==> config.mk <==
export PLATFORM = sky130hd
export DESIGN_NAME = dump_controller
export DESIGN_NICKNAME = d
export VERILOG_FILES = /design/src/rtl/dump_controller.sv
export SDC_FILE = /design/constraint.sdc
export NUM_CORES = 1
export LEC_CHECK = 0
export BUFFER_PORTS_ARGS = -buffer_cell sky130_fd_sc_hd__buf_2
export CAP_MARGIN = 10
export CORE_ASPECT_RATIO = 0.9
export CORE_UTILIZATION = 50
export DETAILED_ROUTE_END_ITERATION = 12
export PLACE_DENSITY_LB_ADDON = 0.12
export SYNTH_ARGS = -nofsm -noshare
export SYNTH_HDL_FRONTEND = slang
export SYNTH_SLANG_ARGS = --single-unit
==> constraint.sdc <==
create_clock -name i_clock -period 2.7 [get_ports i_clock]
set_input_delay 0 -clock i_clock [delete_from_list [all_inputs] [get_ports i_clock]]
set_output_delay 0 -clock i_clock [all_outputs]
set_load 0.005 [all_outputs]
==> src/rtl/dump_controller.sv <==
// dump_controller: streams a PC/register/memory dump frame, MSB byte first, over a byte handshake.
// Ports: i_clock/i_reset (sync, active-high); i_trigger starts a frame from IDLE;
//   i_pc/i_reg/i_mem are the word sources, with i_reg/i_mem valid one cycle after o_reg_addr/o_mem_addr;
//   o_tx_valid/o_tx_byte/i_tx_ready form the byte handshake; o_reg_sel/o_mem_sel flag the section being read;
//   o_hold freezes the pipeline during a dump; o_done pulses once when the frame completes.
// Option: define DUMP_HEADER_EN to prefix each frame with the sync byte 0xA5.
module dump_controller #(
  parameter int DATA_WIDTH     = 32,
  parameter int NREGS          = 32,
  parameter int MEM_WORDS      = 16,
  parameter int MEM_ADDR_WIDTH = 4
) (
  input  logic                      i_clock,
  input  logic                      i_reset,
  input  logic                      i_trigger,
  input  logic [DATA_WIDTH-1:0]     i_pc,
  input  logic [DATA_WIDTH-1:0]     i_reg,
  input  logic [DATA_WIDTH-1:0]     i_mem,
  input  logic                      i_tx_ready,
  output logic                      o_tx_valid,
  output logic [7:0]                o_tx_byte,
  output logic [4:0]                o_reg_addr,
  output logic [MEM_ADDR_WIDTH-1:0] o_mem_addr,
  output logic                      o_reg_sel,
  output logic                      o_mem_sel,
  output logic                      o_hold,
  output logic                      o_done
);
  localparam int NB = DATA_WIDTH / 8;
  localparam int CW = $clog2(NB + 1);
  localparam int IMAX = NREGS > MEM_WORDS ? NREGS : MEM_WORDS;
  localparam int IW = $clog2(IMAX) < 1 ? 1 : $clog2(IMAX);
  localparam logic [DATA_WIDTH-1:0] HDR_WORD = DATA_WIDTH'(8'hA5) << (DATA_WIDTH - 8);
  typedef enum logic [2:0] {IDLE, ADDR, LATCH, SEND, DONE} state_t;
  typedef enum logic [1:0] {SEC_HDR, SEC_PC, SEC_REG, SEC_MEM} sec_t;
`ifdef DUMP_HEADER_EN
  localparam sec_t FIRST = SEC_HDR;
`else
  localparam sec_t FIRST = SEC_PC;
`endif
  state_t state;
  sec_t sec, nsec;
  logic [IW-1:0] idx, nidx;
  logic [CW-1:0] cnt;
  logic [DATA_WIDTH-1:0] sh;
  logic last_reg, last_mem, fin;
  assign o_tx_byte = sh[DATA_WIDTH-1 -: 8];
  always_comb begin
    last_reg = idx == IW'(NREGS - 1);
    last_mem = idx == IW'(MEM_WORDS - 1);
    fin = sec == SEC_MEM && last_mem;
    nsec = sec == SEC_HDR ? SEC_PC :
           sec == SEC_PC ? SEC_REG :
           (sec == SEC_REG && !last_reg) ? SEC_REG : SEC_MEM;
    nidx = ((sec == SEC_REG && !last_reg) || (sec == SEC_MEM && !last_mem)) ? idx + 1'b1 : '0;
  end
  always_ff @(posedge i_clock) begin
    if (i_reset) begin
      state <= IDLE;
      sec <= FIRST;
      idx <= '0;
      cnt <= '0;
      sh <= '0;
      o_tx_valid <= 1'b0;
      o_reg_addr <= '0;
      o_mem_addr <= '0;
      o_reg_sel <= 1'b0;
      o_mem_sel <= 1'b0;
      o_hold <= 1'b0;
      o_done <= 1'b0;
    end else begin
      o_done <= 1'b0;
      case (state)
        IDLE: if (i_trigger) begin
          state <= ADDR;
          sec <= FIRST;
          idx <= '0;
          o_hold <= 1'b1;
        end
        // Header and PC need no read latency, so they load straight into the shifter.
        ADDR: if (sec == SEC_REG || sec == SEC_MEM) state <= LATCH;
        else begin
          sh <= sec == SEC_PC ? i_pc : HDR_WORD;
          cnt <= sec == SEC_PC ? CW'(NB) : CW'(1);
          o_tx_valid <= 1'b1;
          state <= SEND;
        end
        LATCH: begin
          sh <= o_reg_sel ? i_reg : i_mem;
          cnt <= CW'(NB);
          o_reg_sel <= 1'b0;
          o_mem_sel <= 1'b0;
          o_tx_valid <= 1'b1;
          state <= SEND;
        end
        SEND: if (i_tx_ready) begin
          sh <= sh << 8;
          cnt <= cnt - CW'(1);
          if (cnt == CW'(1)) begin
            o_tx_valid <= 1'b0;
            state <= fin ? DONE : ADDR;
            o_done <= fin;
            sec <= nsec;
            idx <= nidx;
            o_reg_sel <= nsec == SEC_REG;
            o_mem_sel <= nsec == SEC_MEM && !fin;
            o_reg_addr <= nsec == SEC_REG ? 5'(nidx) : o_reg_addr;
            o_mem_addr <= (nsec == SEC_MEM && !fin) ? MEM_ADDR_WIDTH'(nidx) : o_mem_addr;
          end
        end
        DONE: begin
          o_hold <= 1'b0;
          state <= IDLE;
        end
        default: state <= IDLE;
      endcase
    end
  end
endmodule

# After elaboration in Yosys (flattened, before gate mapping)
# Index checks and enable logic that the tools add are counted.
[totals]
mem_bits_rw = 0
input_bits = 100
reg_bits = 59
memories = 0
latch_bits = 0
rom_bits = 0
output_inout_bits = 22
elab_cells = 96
[op_classes]
multipliers = 0
div = 0
eq_ne = 16
order_cmp = 0
n_shift = 0
bitwise_logic = 3
reduce_logical = 24
muxes = 39
n_addsub = 2
[op_table]
columns = ["operator", "count"]
rows = [
  ["32-bit two-way mux", 4],
  ["32-bit case mux with 3 select lines", 1],
  ["3-bit two-way mux", 7],
  ["5-bit two-way mux", 4],
  ["4-bit AND reduction", 4],
  ["3-bit case mux with 4 select lines", 1],
  ["1-bit two-way mux", 11],
  ["5-bit case mux with 2 select lines", 1],
  ["3-bit case mux with 3 select lines", 1],
  ["3-bit AND reduction", 3],
  ["2-bit equality test (second input constant)", 4],
  ["2-bit two-way mux", 4],
  ["2-bit inequality test (second input constant)", 4],
  ["3-bit by 1-bit equality test with 1-bit output (second input constant)", 2],
  ["3-bit by 2-bit equality test with 1-bit output (second input constant)", 2],
  ["1-bit case mux with 2 select lines", 3],
  ["2-bit nonzero test", 3],
  ["5-bit by 1-bit adder with 5-bit output (second input constant)", 1],
  ["5-bit by 4-bit equality test with 1-bit output (second input constant)", 1],
  ["5-bit equality test (second input constant)", 1],
  ["1-bit logical AND", 4],
  ["2-bit case mux with 2 select lines", 1],
  ["4-bit OR reduction", 1],
  ["3-bit equality test (second input constant)", 1],
  ["10 further kinds", 15],
]

# Longest topological paths before layout
# Gate-level depths: netlist of run 1.
[depth]
depth_word = 11
ltp_mapped = 7
ltp_nobuf = 7

# Worst setup path after synthesis of run 1
# No wires, ideal clock.
[synth_path]
path_type = "reg-to-reg"
startpoint = "reg idx[0]"
endpoint = "reg o_reg_addr[0]"
period_less_slack_ns = 2.127
required_time_ns = 2.572
arrival_time_ns = 1.999
setup_ns = 0.128
slack_ns = 0.573
path_stages_with_launch = 8
n_path_buf = 0
cell_sequence = "dfxtp_1 > ha_1 > and3_1 > ha_1 > or3b_1 > a211oi_4 > mux2i_1 > nor2_1"
[synth_between]
elab_chain_len = 8
elab_cells_between_ends = 14
classes_between = "add/sub (1); eq/ne (3); mux (4); reduce/logical (6)"
[synth_lines]
columns = ["item", "line_no", "rtl"]
rows = [
  ["start, declared", "43", "logic [IW-1:0] idx, nidx;"],
  ["start signal, assigned", "104", "idx <= nidx;"],
  ["5-bit equality test", "49", "last_reg = idx == IW'(NREGS - 1);"],
  ["1-bit zero test", "54, 55", ""],
  ["1-bit logical AND", "54, 55", ""],
  ["1-bit two-way mux", "54", "(sec == SEC_REG && !last_reg) ? SEC_REG : SEC_MEM;"],
  ["1-bit two-way mux", "53", "sec == SEC_PC ? SEC_REG :"],
  ["2-bit two-way mux", "52", "nsec = sec == SEC_HDR ? SEC_PC :"],
  ["2-bit equality test", "107", "o_reg_addr <= nsec == SEC_REG ? 5'(nidx) : o_reg_addr;"],
  ["4-bit AND reduction (no line)", "n/a", ""],
  ["end signal, assigned", "107", ""],
  ["end, declared", "22", "output logic [4:0] o_reg_addr,"],
]
# Parallel ways exist; a longest one is shown, timed or not.
# A chain may end at the register's enable or synchronous reset.

# Worst setup path in the final report of run 1
# Ends and elaborated chain as after synthesis.

==> results of run 1 <==
[cell type report]
class                   count  area, um^2  share of cell area, %
clock buffers              13         169                   3.95
clock inverters             2        10.0                  0.234
inverters                   7        26.3                  0.614
multi-input cells         306        1990                   46.6
flip-flops and latches     59        1180                   27.7
well taps                  90         113                   2.63
repair buffers            141         786                   18.4
[worst max-delay path: cells and delay by family (launching register included)]
family	cells	cell delay, ps
AO/OA/AOI/OAI	1	480
adder cells (fa/ha/maj)	2	470
flip-flops	1	340
AND/OR/NAND/NOR	3	660
multiplexers	1	240
[sequential cells by signal, summed over array words and instances (netlist names)]
name        flops
o_hold          1
o_reg_addr      5
state           3
o_reg_sel       1
cnt             3
o_mem_addr      4
sh             32
sec             2
o_mem_sel       1
idx             5
o_done          1
o_tx_valid      1
[final timing paths]
check	startpoint	to	slack [ps]	depth (start not counted)
setup / recovery	idx[0]	o_reg_addr[0]	350	7
hold / removal	i_pc[5]	sh[5]	10	3
setup reg to reg	idx[0]	o_reg_addr[0]	350	7
hold reg to reg	o_reg_addr[1]	o_reg_addr[1]	470	2
[power by group through the flow]
stage          Combinational, W  Clock [W]  Sequential [W]
5_1_grt                0.000760   0.000801         0.00107
6_report               0.000680   0.000749         0.00105
3_3_place_gp           0.000653          0         0.00107
3_5_place_dp           0.000663          0         0.00107
4_1_cts                0.000677   0.000757         0.00105
2_1_floorplan          0.000519          0         0.00104
[kinds of logic after synthesis]
logic type                 count (synthesis)
DFF                                       59
buffers and inverters                     51
and+or+nand+nor                          103
adders and majority gates                  5
xor gates and xnor gates                   3
AOI/OAI and AO/OA                        155
muxes                                     40
[layer usage]
layer  vias up  track usage, %  share of wire [%]
li1       1736               -                  -
met1      1594            34.6                 45
met2       117            43.4                 47
met3        14            6.68                5.9
met4         0            8.25                1.9
met5         -               0                  0
[per-stage QoR]
stage                     std cells  instance area, um^2  setup slack, ps
after floorplan                 416                 3420              573
after global placement          591                 3980              411
after detailed placement        591                 3980              369
after CTS                       618                 4280              356
after global routing            618                 4280              190
final                           618                 4280              350
[what timing repair did]
action | 4_1_cts | 5_1_grt
buffers inserted | 0 | 0
hold buffers | 12 | 0
hold endpoints to repair | 13 | 0
gates resized for setup | 0 | 0
[layout by cell type, fill, tap and decap left out, types with 3 or more instances in the layout]
master,count
buf_2,121
a21oi_1,59
dfxtp_1,57
mux2i_1,35
nand2_1,30
a211oi_1,30
o21ai_0,28
a22oi_1,22
nor2_1,21
nand3_1,14
clkbuf_8,12
dlygate4sd3_1,12
nor3_1,8
buf_4,8
inv_1,7
nand2b_1,6
mux2_2,5
ha_1,5
nor2b_1,4
or4_1,4
o211a_1,4
nand3b_1,3
==> results.md, run 1 <==
- Clock Sinks: 59
- Mapped cell area: 0.00342 mm^2
- Die Wd: slightly below 90 um
- Drc violations: 0
- FF+latch count, synth: 59
- Final setup fails: 0
- Cell count after synthesis: about 420
- TritonCTS clock tree: built
- Die extent in y: 80.4 um
- CP most frequent cell: ha_1
- Syn. warnings: 0
- Adder-Cell Fraction of Synth Area: ~1.8%
- Max Root-Sink Buffers: 2
- Clk network pwr share: a little under a third
- CP peak stage delay: around 480 ps
- Max Cap Viol: 0
- # diodes: 0
- Dpl hpwl: roughly 6100 um
- First-pass GRT wire length: 14700 um
- Xor/xnor cell area share of the yosys netlist: 0.769%
- Root Buffer: clkbuf_8
- Final setup TNS: 0 ps
- Total track usage: a little over a quarter
- Yosys top cell area share: 34.6%
- GRT Residual Overflow: 0
- Via density: between 5 and 6
- Final Total Pwr: 0.00248 W
- Power Density: between 500 and 600 mW/mm^2
- Crit path cell chain: ha_1 -> and3_1 -> ha_1 -> or3b_1 -> a211oi_4 -> mux2i_1 -> nor2_1
- Row count: 28
- Share of post-route cells with drive strength above 1: between 20 and 30%
- Area growth syn-to-layout: 25.2%
- Area contributors post-synth: dfxtp_1, mux2i_1, a21oi_1, a211oi_1, a22oi_1
- Top FF cell, synth: dfxtp_1
- Critical Path Start Type: register
- Final min period: approximately 2300 ps
- Critical path type: register to register
- Largest net degree at the start of global routing: 60
- WP data required: between 2000 and 3000 ps
- Fin. max-slew vios: 0
- Num CTS Buffers: 9
- Simple-Gate Fraction of Synth Area: roughly 15%
- Vias: between 3k and 4k
- WP data arrival: 2540 ps
- Starting Density: 51.9%
- H-tree depth: 3
- Final wirelength: around 9100 um
- Layout Nets: 629
- Core ar.: approximately 0.0066 mm^2
- Status: finished, final reports clean
- Post-synthesis cell type count: 41
- Hold slack: 14.6 ps
- Syn Area/Cell: 8.22 um^2
- Seq/Total Area, Yosys: between 30% and 40%
- Post-synthesis compound-gate area fraction: 28.5%
- Worst skew pair latency: roughly 340 ps
- Die ar.: roughly 0.0072 mm^2
- Port buffer count: approximately 120
- Final worst-path cycle share: slightly below 90%
- Slew @ Worst Pin: roughly 1100 ps
- Asr flop ratio synth: 0%
- Initial antenna violation count: 0
- Sw frac: approximately a third
- Clock skew: slightly below 6 ps
- I/O pin count: 122
- Critical path endpoint category: register
- Static leakage: 1.75 nW
- Drt first pass iters: 5
- # fillers: approximately 630
- RSZ-0062 raised after global routing: false
- CP max stage cell: a211oi_4
- Internal cell power: between 0.0015 and 0.002 W
- Largest family of logic cells by synthesized area: compound AO/OA/AOI/OAI gates
- Comb pwr share: a little over a quarter
- Placer Congestion: ~0.81
- Maximum vdd drop: 0.334 mV
- Post-synthesis net count: 521
- Endpoints failing hold: 0
- ANT nets after route: 0
- Crit Path Max Fanout: 8
- Mux cell area share after synthesis: 11.9%
- Fmax: around 430 MHz
- Worst hold path class: input port to register
- Max_slew headroom: between 20 and 30%
- Final Util: 65.0%
- Clock transition at path regs: 70 ps
- Vias in the first global route: approximately 3.2k
- Avg WL per Cell: around 15 um
- Commonest cells in the netlist: a21oi_1, dfxtp_1, mux2i_1
- Area leader, netlist: dfxtp_1
- 1st-iter DRT viols: 189
- Sequential power share: between 40% and 50%
- Post-synth EDFFs: 0
- Psw: a little under 0.0008 W
Power figures use the tool's default switching activity.
==> inputs of run 2 (changes only) <==
--- a/config.mk
+++ b/config.mk
@@ -9,7 +9,9 @@
 export CAP_MARGIN = 10
 export CORE_ASPECT_RATIO = 0.9
 export CORE_UTILIZATION = 50
+export CTS_CLUSTER_DIAMETER = 80
 export DETAILED_ROUTE_END_ITERATION = 12
+export GPL_TIMING_DRIVEN = 0
 export PLACE_DENSITY_LB_ADDON = 0.12
 export SYNTH_ARGS = -nofsm -noshare
 export SYNTH_HDL_FRONTEND = slang
==> run 2 against run 1 <==
Against the previous run: sequential power about the same; fmax shrank 0.91%; setup slack worse by 22 ps; critical endpoint unchanged.
==> results.md, run 2 (synthesized netlist as in run 1, its figures left out) <==
- Psw: 0.000821 W (+4.1%)
- Num CTS Buffers: 9 (unchanged)
- Sw frac: 30.7% (-1.1 points)
- GRT Residual Overflow: 0 (unchanged)
- WP data arrival: 2570 ps (+30 ps)
- Avg WL per Cell: 15.8 um (+7.7%)
- TritonCTS clock tree: built
- Largest register by flop count: sh
- First-pass GRT wire length: 16300 um (+11%)
- Final wirelength: 10300 um (+13%)
- Critical path endpoint category: register
- Vias in the first global route: 3542 (+12%)
- Critical path type: register to register
- 1st-iter DRT viols: 235 (+24%)
- CP most frequent cell: ha_1
- Initial antenna violation count: 0 (unchanged)
- Crit path cell chain: ha_1 -> and3_1 -> ha_1 -> or3b_1 -> a211oi_4 -> mux2i_1 -> nor2_1
- Die Wd: 89.2 um (unchanged)
- Area growth syn-to-layout: 29.7%
- Worst skew pair latency: 340 ps (about the same)
- Core ar.: 0.00659 mm^2 (unchanged)
- Root Buffer: clkbuf_8
- Most frequent cells in the layout: buf_2, a21oi_1, dfxtp_1
- Internal cell power: 0.00185 W (+9.6%)
- Drc violations: 0 (unchanged)
- Status: finished, final reports clean
- Die ar.: 0.00717 mm^2 (unchanged)
- Slew @ Worst Pin: 637 ps (-444 ps)
- Maximum vdd drop: 0.338 mV (+1.3%)
- Comb pwr share: 28.6% (+1.2 points)
- Static leakage: 1.84 nW (+5.3%)
- Commonest non-fill, non-tap cell in the layout: buf_2
- Final setup fails: 0 (unchanged)
- CP top delay family: simple AND/OR/NAND/NOR gates
- Port buffer count: 120 (-0.83%)
- Power Density: 603 mW/mm^2 (+4.1%)
- Largest regs: sh x32, idx x5, o_reg_addr x5
- Clock skew: 4.26 ps (-1.68 ps)
- Dpl hpwl: 7450 um (+22%)
- Endpoints failing hold: 0 (unchanged)
- Share of post-route cells with drive strength above 1: 30.2% (+0.25 points)
- RSZ-0062 raised after global routing: false
- Fin. max-slew vios: 0 (unchanged)
- Final Total Pwr: 0.00268 W (+7.8%)
- Total track usage: 30.1% (+3.4 points)
- Drt first pass iters: 5 (unchanged)
- H-tree depth: 3 (unchanged)
- CP Buf/Inv Count: 0 (unchanged)
- Worst hold path class: input port to register
- Vias: 3703 (+7.0%)
- Clk network pwr share: 32.4% (+2.2 points)
- CP peak stage delay: 500 ps (+20 ps)
- ANT nets after route: 0 (unchanged)
- # fillers: 611 (-2.9%)
- Final setup TNS: 0 ps (unchanged)
- Clock transition at path regs: 60 ps (about the same)
- Fmax: 422 MHz (-0.91%)
- Max Root-Sink Buffers: 2 (unchanged)
- Max_slew headroom: 57.5% (+30 points)
- PostCTS Resize Cnt: 0 (unchanged)
- Die extent in y: 80.4 um (unchanged)
- Row count: 28 (unchanged)
- Final min period: 2370 ps (+21.6 ps)
- Max Cap Viol: 0 (unchanged)
- Largest net degree at the start of global routing: 11 (-82%)
- Layout Nets: 661 (+5.1%)
- Crit Path Max Fanout: 8 (unchanged)
- # diodes: 0 (unchanged)
- Number of flip-flops under the largest register name: 32 (unchanged)
- Starting Density: 51.9% (unchanged)
- Critical Path Start Type: register
- CP max stage cell: a211oi_4
- I/O pin count: 122 (unchanged)
- Final worst-path cycle share: 87.8% (+0.80 points)
- Buffer count from post-CTS setup fixing: 0 (unchanged)
- Sequential power share: 39.0% (-3.4 points)
- Via density: 5.70 (+1.7%)
- Clock Sinks: 59 (unchanged)
- WP data required: 2900 ps (about the same)
- Placer Congestion: 0.862 (+6.4%)
## run 2: power by group through the flow
stage / sequential (W) / clock (W) / combinational [W]
after floorplan: 0.00104 / 0 / 0.000519
after global placement: 0.00106 / 0 / 0.000734
after detailed placement: 0.00106 / 0 / 0.000745
after CTS: 0.00104 / 0.000871 / 0.000757
after global routing: 0.00106 / 0.000911 / 0.000849
final: 0.00104 / 0.000866 / 0.000766
## run 2: worst paths after layout
check | endpoint | slack, ps | start | cells after the start
setup / recovery | o_reg_addr[0] | 330 | idx[0] | 7
setup reg to reg | o_reg_addr[0] | 330 | idx[0] | 7
hold reg to reg | o_reg_addr[1] | 470 | o_reg_addr[1] | 2
hold / removal | sh[31] | 8 | i_pc[31] | 3
## run 2: tightest hold or removal path: cells and delay by family
kind	cells	cell delay [ps]
simple gates	1	100
buf+inv	1	70
compound gates	1	140
## run 2: what timing repair did
| item | CTS | global route |
|---|---|---|
| setup endpoints to repair | 0 | 0 |
| hold endpoints to repair | 9 | 0 |
| hold buffers | 9 | 0 |
## run 2: final cells by class
type	count	area, um^2	area share (%)
Inverter	7	26.3	0.593
Multi-Input combinational cell	306	1990	44.8
Clock inverter	1	30.0	0.677
Tap cell	90	113	2.54
Timing Repair Buffer	129	691	15.6
Sequential cell	59	1180	26.6
Buffer	44	224	5.05
Clock buffer	14	183	4.12
## run 2: layer usage
metal	up-vias	GRT usage [%]	part of all wire [%]
li1	1809	-	-
met1	1708	37.7	43
met2	160	49.2	47
met3	26	7.91	7.2
met4	0	11.4	2.5
met5	-	0	0
## run 2: through the flow
stage	util [%]	worst slack [ps]	cell area, um^2	instances	hold slack [ps]
2_1_floorplan	-	573	3420	416	146
3_3_place_gp	62.7	377	4130	626	307
3_5_place_dp	62.7	356	4130	626	321
4_1_cts	67.3	336	4430	650	1.13
5_1_grt	67.3	199	4430	650	14.3
6_report	67.3	328	4430	650	8.19
